==> src/rtl/issue_pkg.sv <==
// Shared types and constants for the ALU reservation station.
// Entry layout and the alu_data word packing live here.
package issue_pkg;

    localparam int TAG_W        = 6;
    localparam int DATA_W       = 32;
    localparam int ALU_DATA_W   = 67;
    localparam int ALU_CTRL_LSB = 64;
    localparam int ALU_SRC2_LSB = 32;

    typedef struct packed {
        logic              valid;
        logic [2:0]        ctrl;
        logic [TAG_W-1:0]  rob_num;
        logic              rdy1;
        logic [TAG_W-1:0]  tag1;
        logic [DATA_W-1:0] val1;
        logic              rdy2;
        logic [TAG_W-1:0]  tag2;
        logic [DATA_W-1:0] val2;
    } alu_rs_entry_t;

    function automatic logic [ALU_DATA_W-1:0] pack_alu_data(
        input logic [2:0]        ctrl,
        input logic [DATA_W-1:0] src2,
        input logic [DATA_W-1:0] src1
    );
        logic [ALU_DATA_W-1:0] w;
        w = '0;
        w[ALU_CTRL_LSB +: 3]      = ctrl;
        w[ALU_SRC2_LSB +: DATA_W] = src2;
        w[0 +: DATA_W]            = src1;
        return w;
    endfunction

endpackage

==> src/rtl/rs_oldest_ready_sel.sv <==
// Priority picker: one-hot grant and index of the lowest set request.
// Slot 0 is the oldest entry, so lowest index means oldest ready.
module rs_oldest_ready_sel #(
    parameter int DEPTH = 4,
    parameter int IDX_W = $clog2(DEPTH)
) (
    input  logic [DEPTH-1:0] req_i,
    output logic [DEPTH-1:0] gnt_o,
    output logic [IDX_W-1:0] idx_o,
    output logic             any_o
);

    always_comb begin
        gnt_o = '0;
        idx_o = '0;
        any_o = 1'b0;
        for (int i = 0; i < DEPTH; i++) begin
            if (req_i[i] && !any_o) begin
                gnt_o[i] = 1'b1;
                idx_o    = IDX_W'(i);
                any_o    = 1'b1;
            end
        end
    end

endmodule

==> src/rtl/alu_issue_queue.sv <==
// Collapsing ALU reservation station with CDB wakeup and
// oldest-ready select into a valid/ready output register.
module alu_issue_queue #(
    parameter int DEPTH  = 4,
    parameter int TAG_W  = 6,
    parameter int DATA_W = 32
) (
    input  logic                  clk,
    input  logic                  rst_n,
    input  logic                  flush,
    input  logic                  disp_valid,
    output logic                  disp_ready,
    input  logic [2:0]            disp_ctrl,
    input  logic [TAG_W-1:0]      disp_rob_num,
    input  logic                  disp_src1_rdy,
    input  logic                  disp_src2_rdy,
    input  logic [TAG_W-1:0]      disp_src1_tag,
    input  logic [TAG_W-1:0]      disp_src2_tag,
    input  logic [DATA_W-1:0]     disp_src1_val,
    input  logic [DATA_W-1:0]     disp_src2_val,
    input  logic                  cdb_valid,
    input  logic [TAG_W-1:0]      cdb_tag,
    input  logic [DATA_W-1:0]     cdb_data,
    input  logic                  alu_ready,
    output logic                  alu_iss,
    output logic [2*DATA_W+2:0]   alu_data,
    output logic [TAG_W-1:0]      alu_rob_num
);
    import issue_pkg::*;

    localparam int IDX_W = $clog2(DEPTH);
    localparam int CNT_W = $clog2(DEPTH + 1);

    alu_rs_entry_t ent_q [DEPTH];
    alu_rs_entry_t ent_w [DEPTH];
    alu_rs_entry_t ent_s [DEPTH];
    alu_rs_entry_t ent_d [DEPTH];
    alu_rs_entry_t new_e;
    alu_rs_entry_t sel_e;

    logic [CNT_W-1:0]    count_q, count_d, cnt_rm;
    logic                iss_q, iss_d;
    logic [2*DATA_W+2:0] data_q, data_d;
    logic [TAG_W-1:0]    rob_q, rob_d;

    logic [DEPTH-1:0] rdy_vec;
    logic [DEPTH-1:0] sel_gnt;
    logic [IDX_W-1:0] sel_idx;
    logic             sel_any;
    logic             full, disp_acc, load, do_iss;
    logic             order_ok;

    function automatic alu_rs_entry_t wake(
        input alu_rs_entry_t     e,
        input logic              v,
        input logic [TAG_W-1:0]  t,
        input logic [DATA_W-1:0] d
    );
        alu_rs_entry_t r;
        r = e;
        if (e.valid && v && !e.rdy1 && e.tag1 == t) begin
            r.rdy1 = 1'b1;
            r.val1 = d;
        end
        if (e.valid && v && !e.rdy2 && e.tag2 == t) begin
            r.rdy2 = 1'b1;
            r.val2 = d;
        end
        return r;
    endfunction

    always_comb begin
        for (int i = 0; i < DEPTH; i++) begin
            rdy_vec[i] = ent_q[i].valid & ent_q[i].rdy1 & ent_q[i].rdy2;
        end
    end

    rs_oldest_ready_sel #(
        .DEPTH (DEPTH),
        .IDX_W (IDX_W)
    ) u_sel (
        .req_i (rdy_vec),
        .gnt_o (sel_gnt),
        .idx_o (sel_idx),
        .any_o (sel_any)
    );

    always_comb begin
        sel_e = '0;
        for (int i = 0; i < DEPTH; i++) begin
            if (sel_gnt[i]) sel_e = ent_q[i];
        end
    end

    assign full       = (count_q == CNT_W'(DEPTH));
    assign disp_ready = !full;
    assign disp_acc   = disp_valid && !full;
    assign load       = !iss_q || alu_ready;
    assign do_iss     = load && sel_any;

    always_comb begin
        new_e         = '0;
        new_e.valid   = 1'b1;
        new_e.ctrl    = disp_ctrl;
        new_e.rob_num = disp_rob_num;
        new_e.rdy1    = disp_src1_rdy;
        new_e.tag1    = disp_src1_tag;
        new_e.val1    = disp_src1_val;
        new_e.rdy2    = disp_src2_rdy;
        new_e.tag2    = disp_src2_tag;
        new_e.val2    = disp_src2_val;
        new_e         = wake(new_e, cdb_valid, cdb_tag, cdb_data);
    end

    // Wakeup first, then collapse over the issued slot, then append.
    always_comb begin
        for (int i = 0; i < DEPTH; i++) begin
            ent_w[i] = wake(ent_q[i], cdb_valid, cdb_tag, cdb_data);
        end
        for (int i = 0; i < DEPTH - 1; i++) begin
            if (do_iss && i >= int'(sel_idx)) ent_s[i] = ent_w[i+1];
            else                              ent_s[i] = ent_w[i];
        end
        if (do_iss) ent_s[DEPTH-1] = '0;
        else        ent_s[DEPTH-1] = ent_w[DEPTH-1];

        cnt_rm  = count_q - CNT_W'(do_iss);
        count_d = cnt_rm + CNT_W'(disp_acc);
        for (int i = 0; i < DEPTH; i++) begin
            ent_d[i] = ent_s[i];
            if (disp_acc && cnt_rm == CNT_W'(i)) ent_d[i] = new_e;
        end

        if (flush) begin
            for (int i = 0; i < DEPTH; i++) ent_d[i] = '0;
            count_d = '0;
        end
    end

    always_comb begin
        iss_d  = iss_q;
        data_d = data_q;
        rob_d  = rob_q;
        if (flush) begin
            iss_d = 1'b0;
        end else if (load) begin
            iss_d = sel_any;
            if (sel_any) begin
                data_d = pack_alu_data(sel_e.ctrl, sel_e.val2, sel_e.val1);
                rob_d  = sel_e.rob_num;
            end
        end
    end

    always_ff @(posedge clk or negedge rst_n) begin
        if (!rst_n) begin
            for (int i = 0; i < DEPTH; i++) ent_q[i] <= '0;
            count_q <= '0;
            iss_q   <= 1'b0;
            data_q  <= '0;
            rob_q   <= '0;
        end else begin
            for (int i = 0; i < DEPTH; i++) ent_q[i] <= ent_d[i];
            count_q <= count_d;
            iss_q   <= iss_d;
            data_q  <= data_d;
            rob_q   <= rob_d;
        end
    end

    assign alu_iss     = iss_q;
    assign alu_data    = data_q;
    assign alu_rob_num = rob_q;

    // Valid entries must be packed into slots [0, count).
    always_comb begin
        order_ok = (count_q <= CNT_W'(DEPTH));
        for (int i = 0; i < DEPTH; i++) begin
            if (ent_q[i].valid != (CNT_W'(i) < count_q)) order_ok = 1'b0;
        end
    end

    a_no_ovf: assert property (@(posedge clk) disable iff (!rst_n)
        full |-> !disp_acc);
    a_order: assert property (@(posedge clk) disable iff (!rst_n)
        order_ok);

endmodule
==> config.mk <==
export PLATFORM = sky130hd
export DESIGN_NAME = alu_issue_queue
export DESIGN_NICKNAME = d
export VERILOG_FILES = /design/src/rtl/issue_pkg.sv /design/src/rtl/rs_oldest_ready_sel.sv /design/src/rtl/alu_issue_queue.sv
export SDC_FILE = /design/constraint.sdc
export NUM_CORES = 1
export LEC_CHECK = 0
export CAP_MARGIN = 20
export CORE_MARGIN = 1.5
export CORE_UTILIZATION = 29
export DETAILED_ROUTE_END_ITERATION = 6
export GPL_ROUTABILITY_DRIVEN = 0
export SYNTH_ARGS = -nofsm -noshare
export SYNTH_HDL_FRONTEND = slang
export SYNTH_HIERARCHICAL = 1
export SYNTH_SLANG_ARGS = --single-unit
export TNS_END_PERCENT = 10
==> constraint.sdc <==
create_clock -name clk -period 6.4 [get_ports clk]
set_clock_uncertainty 0.05 [all_clocks]
set_input_delay 0.64 -clock clk [delete_from_list [all_inputs] [get_ports clk]]
set_output_delay 0.64 -clock clk [all_outputs]
set_load 0.005 [all_outputs]
==> results.md, run 1 <==
- Outcome: complete, no violations
- Die width: 297.6 microns
- Post-synthesis compound-gate area fraction: 29.98%
- Syn Area/Cell: roughly 9 sq um
- Worst-Skew Late Latency: between 0.6 and 0.7 ns
- Worst-Margin Slew: ~1.1 ns
- Port bufs: between 200 and 250
- Post-synthesis cell type count: 67
- Fin. Hold Viols: 0
- Endpoints failing setup: 0
- CP Launch Point: ent_q[302]$_DFFE_PN0P_
- Worst hold path class: in -> async
- Crit path largest cell delay: 1.07 ns
- Clk buf depth: 3
- Vias post-DR: around 24,000
- Main combinational cell family by area after synthesis: compound AO/OA/AOI/OAI gates
- Commonest non-fill, non-tap cell in the layout: dfrtp_1
- Row cnt: about 110
- Worst setup SP type: flop
- ANT nets after route: 0
- TritonCTS Sinks: about 430
- Setup TNS: 0 ns
- Post-Synth Simple-Gate Area: between 10% and 20%
- CTS Hold Bufs: 0
- Clk pin slew, worst setup/hold paths: approximately 0.070 ns
- I/O pin count: 206
- Final non-filler cell total: roughly 3,900
- Vias in the first global route: 23,320
- CTS buffer count: between 40 and 50
- Net count after synthesis: between 2,000 and 3,000
- Commonest non-fill, non-tap cells in the layout: dfrtp_1 (429), nand2_1 (227), clkdlybuf4s50_1 (203), a221oi_1 (200), nand3_1 (167)
- Initial Utilization: 29.41%
- EDFF count, synth: 0
- Max-Cap Viols: 0
- Dpl cells: 3,815
- Kind of critical path: reg -> reg
- Grt ovf: 0
- Met2 routed WL: ~45 mm
- Main synth FF type: dfrtp_1
- Xor and xnor area share after synthesis: ~2.2%
- Cell Area, Synth: about 25,000 sq um
- Synth Warn #: 6
- Top Layer Used: met5
- Met3 wire len: 9.594 mm
- R2r startpoint: ent_q[302]$_DFFE_PN0P_
- Post-synthesis mux area share: 3.511%
- CP max-delay cell: or4_2
- CTS tree: built
- Slew HR: roughly 25%
- Die Y: 297.6 microns
- DP Area: between 20,000 and 30,000 sq um
- Nets: approximately 2,900
- Fill count: around 8,700
- Total power: ~0.0086 W
- Max frequency: roughly 0.23 GHz
- Initial antenna violation count: 11
- Post-synthesis cell count: approximately 2,800
- Detailed placement HPWL: between 50 and 60 mm
- Slew Viols, Final: 0
- Peak VDD IR: between 0.15 and 0.2 mV
- TritonRoute pass-1 iters: 6
- Worst-path cell chain: and3_1, nor2_1, nand2_1, and2_1, ha_1, ha_1, nor2_1, or2_1, nand2_1, or4_2, buf_4, o22ai_1
- Setup crit end kind: flop
- Post-synthesis sequential area ratio: a little over two fifths
- Worst EP required: 6.85 ns
- Leak Pwr: roughly 12 nW
- Hold Slack: just under 0.03 ns
- CTS resizes: 0
- Tot GR Track Use: 22.02%
- Initial DRC Count: roughly 2,400
- Layout cells sized above 1: between 10% and 20%
- RSZ-0062 raised after global routing: no
- Total power density per cell area: around 290 nW/um^2
- Adder-cell area share of the yosys netlist: less than 1%
- CP arrival: 4.88 ns
- H-tree levels: 2
- Largest net degree at the start of global routing: ~140
- Final Cycle Share: 69.16%
- WL final: slightly above 100 mm
- Post-CTS Setup Bufs: 0
- Asr flop ratio synth: 100.0%
- DRT met1 WL: approximately 42 mm
- Final worst path period need: 4.426 ns
- Die ar.: roughly 89,000 sq um
- Core area: 85,550 sq um
- Clock Tree Root: clkbuf_16
- Area Growth Syn to Fin: 17.48%
- DRC viols: 0
- FF+latch count, synth: between 400 and 500
- Wirelength per Cell: ~26 microns
- Vias/cell: ~6
- Final Cell Area: 29,560 sq um
- First-pass GRT wire length: between 150 and 200 mm
- Crit-path max FO: 34
[where the power goes]
part	internal, W	switching, W
Clock	0.00168	0.00123
Sequential	0.00320	0.000333
Combinational	0.00103	0.00114
Total	0.00590	0.00271
[logic make-up (layout without fill, tap and decap cells)]
logic type | after synthesis | count (layout)
AO/OA/AOI/OAI | 986 | 986
AND/OR/NAND/NOR | 831 | 831
flip-flops | 429 | 429
buffers and inverters | 355 | 359
multiplexers | 88 | 88
XOR/XNOR | 63 | 63
adder cells (fa/ha/maj) | 3 | 3
other | 0 | 8
[worst max-delay path: cells and delay by family (launching register included)]
kind / cells / cell delay [ns]
compound gates: 1 / 0.25
buf+inv: 1 / 0.49
fa+ha+maj: 2 / 0.40
simple gates: 8 / 2.64
flops: 1 / 0.42
[final cells by class]
cell class	instances	area, sq um	share of cell area, %
clock buffer	69	1400	4.736
multi-input combinational	1971	13140	44.44
tap	1144	1431	4.842
sequential	429	10740	36.32
inverter	11	42.54	0.1439
antenna	8	20.02	0.06772
timing repair buffer	262	2589	8.757
clock inverter	17	206.4	0.6984
[synth_stat cells (43+ instances only)]
| cell | instances | area, sq um |
|---|---|---|
| dfrtp_1 | 429 | 10740 |
| clkbuf_1 | 267 | 1002 |
| nand2_1 | 228 | 855.8 |
| a221oi_1 | 200 | 1752 |
| nand3_1 | 168 | 840.8 |
| nor2_1 | 158 | 593.1 |
| a21oi_1 | 153 | 765.7 |
| o21ai_0 | 132 | 660.6 |
| o22ai_1 | 129 | 807.0 |
| o221a_2 | 118 | 1329 |
| mux2i_1 | 86 | 860.8 |
| nor3_1 | 82 | 410.4 |
| nor2b_1 | 77 | 481.7 |
| and2_1 | 69 | 431.7 |
| xnor2_1 | 47 | 411.6 |
| buf_2 | 44 | 220.2 |
| a311oi_1 | 43 | 376.6 |
[final timing paths]
check,slack [ns],end,cells past startpoint
setup / recovery,1.97,ent_q[9]$_DFF_PN0_,12
hold / removal,0.03,alu_data[64]$_DFFE_PN0P_,1
setup reg to reg,1.97,ent_q[9]$_DFF_PN0_,12
hold reg to reg,0.45,alu_data[65]$_DFFE_PN0P_,1
max in group asynchronous,4.88,alu_data[13]$_DFFE_PN0P_,2
min in group clk,0.45,alu_data[65]$_DFFE_PN0P_,1
[stage by stage]
stage / setup slack (ns) / util, %
6_report: 1.974 / 34.55
5_1_grt: 1.769 / 34.55
4_1_cts: 2.109 / 34.47
3_5_place_dp: 1.775 / 32.59
3_3_place_gp: 1.833 / 32.59
2_1_floorplan: 3.457 / -
[sequential cells by signal, indices dropped and copies added (netlist names)]
| register | flops |
|---|---|
| ent_q | 352 |
| alu_data | 67 |
| alu_rob_num | 6 |
| count_q | 3 |
| alu_iss | 1 |
[per-layer routing]
metal	vias up	global-route usage [%]
li1	10510	-
met1	11900	29.45
met2	1218	33.67
met3	243	5.207
met4	8	9.815
met5	-	0
Power figures use the tool's default switching activity.
==> run 2, diff against run 1 <==
Clock period 6.4 ns to 4.4 ns, I/O delays scaled along.
==> run 2 against run 1 <==
Effect of this change:
- worst hold slack improved by 0.12 ns
- via count up 0.65%
- final cell count increased by 0.49%
- clock power is 48% higher
- utilization increased by 0.32 points
- combinational power increased by 48%
- fmax is 20% higher
- sequential share of layout area is 0.34 points lower
- wire length about the same
- register-to-register slack got worse by 1.3 ns
- total power up 47%
- critical endpoint is now ent_q[320]$_DFFE_PN0P_
==> results.md, run 2 (synthesis results as in run 1) <==
- Worst EP required: 4.89 ns (-1.96 ns)
- DRT met1 WL: 41.36 mm (-1.7%)
- TritonRoute pass-1 iters: 5 (-1)
- Crit-path max FO: 32 (-5.9%)
- CP arrival: 4.19 ns (-0.69 ns)
- Slew HR: 32.45% (+7.6 points)
- Largest net degree at the start of global routing: 139 (-1.4%)
- ANT nets after route: 0 (unchanged)
- CTS tree: built
- Worst setup SP type: flop
- CTS buffer count: 47 (unchanged)
- Vias in the first global route: 23,440 (+0.49%)
- Final Cell Area: 29,840 sq um (+0.94%)
- CTS resizes: 0 (unchanged)
- DRC viols: 0 (unchanged)
- Start point of the worst min-delay path: flush
- Top Layer Used: met5
- Final worst path period need: 3.702 ns (-0.7242 ns)
- Die ar.: 88,540 sq um (unchanged)
- Clk buf depth: 3 (unchanged)
- Worst-Margin Slew: 1.013 ns (-0.1105 ns)
- Initial Utilization: 29.41% (unchanged)
- Register Area: 10,740 sq um (unchanged)
- Initial DRC Count: 2,297 (-6.1%)
- Commonest non-fill, non-tap cell in the layout: dfrtp_1
- Slew Viols, Final: 0 (unchanged)
- Vias post-DR: 24,040 (+0.65%)
- Total power density per cell area: 425.1 nW/um^2 (+46%)
- DP Area: 28,160 sq um (+1.0%)
- Met3 wire len: 9.772 mm (+1.9%)
- Met2 routed WL: 45.54 mm (+0.83%)
- Die Y: 297.6 microns (unchanged)
- TritonCTS Sinks: 429 (unchanged)
- Post-CTS Setup Bufs: 0 (unchanged)
- Nets: 2,878 (+0.77%)
- Commonest non-fill, non-tap cells in the layout: dfrtp_1 (429), nand2_1 (227), clkdlybuf4s50_1 (203), a221oi_1 (200), nand3_1 (167)
- Fin. Hold Viols: 0 (unchanged)
- Worst-Skew Late Latency: 0.60 ns (-0.02 ns)
- Setup crit end kind: flop
- Leak Pwr: 11.80 nW (+1.4%)
- Fill count: 8,645 (-0.25%)
- Clk pin slew, worst setup/hold paths: 0.06 ns (about the same)
- Outcome: complete, no violations
- Number of flip-flops in the largest register: 352 (unchanged)
- Initial antenna violation count: 19 (+8)
- Max frequency: 0.2701 GHz (+20%)
- I/O pin count: 206 (unchanged)
- Max-Cap Viols: 0 (unchanged)
- R2r startpoint: ent_q[341]$_DFFE_PN0P_
- Row cnt: 107 (unchanged)
- Area of the multi-input gates: 13,130 sq um (about the same)
- Layout cells sized above 1: 12.13% (+0.64 points)
- Die width: 297.6 microns (unchanged)
- Largest register by flop count: ent_q
- Worst hold path class: in -> reg
- H-tree levels: 2 (unchanged)
- Clock Tree Root: clkbuf_16
- Peak VDD IR: 0.2669 mV (+68%)
- Kind of critical path: reg -> reg
- CP Launch Point: ent_q[341]$_DFFE_PN0P_
- Core area: 85,550 sq um (unchanged)
- Grt ovf: 0 (unchanged)
- WL final: 100.7 mm (about the same)
- RSZ-0062 raised after global routing: no
- Vias/cell: 6.117 (+0.17%)
- Port bufs: 205 (unchanged)
- Detailed placement HPWL: 61.59 mm (+3.7%)
- Final Cycle Share: 84.14% (+15 points)
- Tot GR Track Use: 22.06% (+0.035 points)
- Setup TNS: 0 ns (unchanged)
- Endpoints failing setup: 0 (unchanged)
- Area Growth Syn to Fin: 18.58%
- Wirelength per Cell: 25.63 microns (-0.53%)
- Core Util, Final: 34.88% (+0.32 points)
- First-pass GRT wire length: 152.6 mm (+0.14%)
## run 2: worst max-delay path: stages, from the launching register on
cell	delay (ns)
dfrtp_1	0.42
and3_1	0.31
nor2_1	0.19
nand2_1	0.18
and2_1	0.21
ha_1	0.18
ha_1	0.57
o2111ai_4	0.28
nand2b_1	0.20
or2_2	0.72
o221a_2	0.31
## run 2: metal layers
metal / up-vias / track usage [%]
met2: 1316 / 34.20
li1: 10580 / -
met4: 24 / 9.718
met3: 253 / 4.813
met5: - / 0
met1: 11870 / 29.39
## run 2: cell type report
type                       instances  share of cell area (%)
antenna                            7                 0.05871
clock buffer                      72                   4.864
clock inverter                    12                  0.6709
inverter                          11                  0.1426
multi-input combinational       1971                   44.01
sequential                       429                   35.98
tap                             1144                   4.797
timing repair buffer             284                   9.481
## run 2: path summary, 6_finish.rpt
check	endpoint	slack [ns]	cells past startpoint
worst max-delay path	ent_q[320]$_DFFE_PN0P_	0.70	10
worst min-delay path	count_q[2]$_DFF_PN0_	0.15	2
worst max register to register	ent_q[320]$_DFFE_PN0P_	0.70	10
worst min register to register	ent_q[81]$_DFFE_PN0P_	0.47	1
max in group asynchronous	alu_data[12]$_DFFE_PN0P_	2.77	3
min in group asynchronous	ent_q[85]$_DFFE_PN0P_	0.36	2
## run 2: metrics by stage
step                hold slack (ns)  worst slack [ns]  total power [W]  std cells
finish                       0.1485            0.6980          0.01268       3930
global route                 0.1566            0.4267          0.01327       3930
CTS                          0.1140            0.7575          0.01276       3923
detailed placement           0.4115            0.5926         0.008420       3838
global placement             0.4241            0.6353         0.008382       3838
floorplan                   0.09441             1.460         0.006777       2755
## run 2: power breakdown
part	internal, W	switching (W)	total [W]
Combinational	0.00152	0.00169	0.00322
Sequential	0.00465	0.000499	0.00515
Clock	0.00256	0.00176	0.00432
## run 2: what timing repair did
item / CTS / global route
hold endpoints to repair: 63 / 0
endpoints found under the setup margin: 0 / 0
hold buffers: 1 / 0
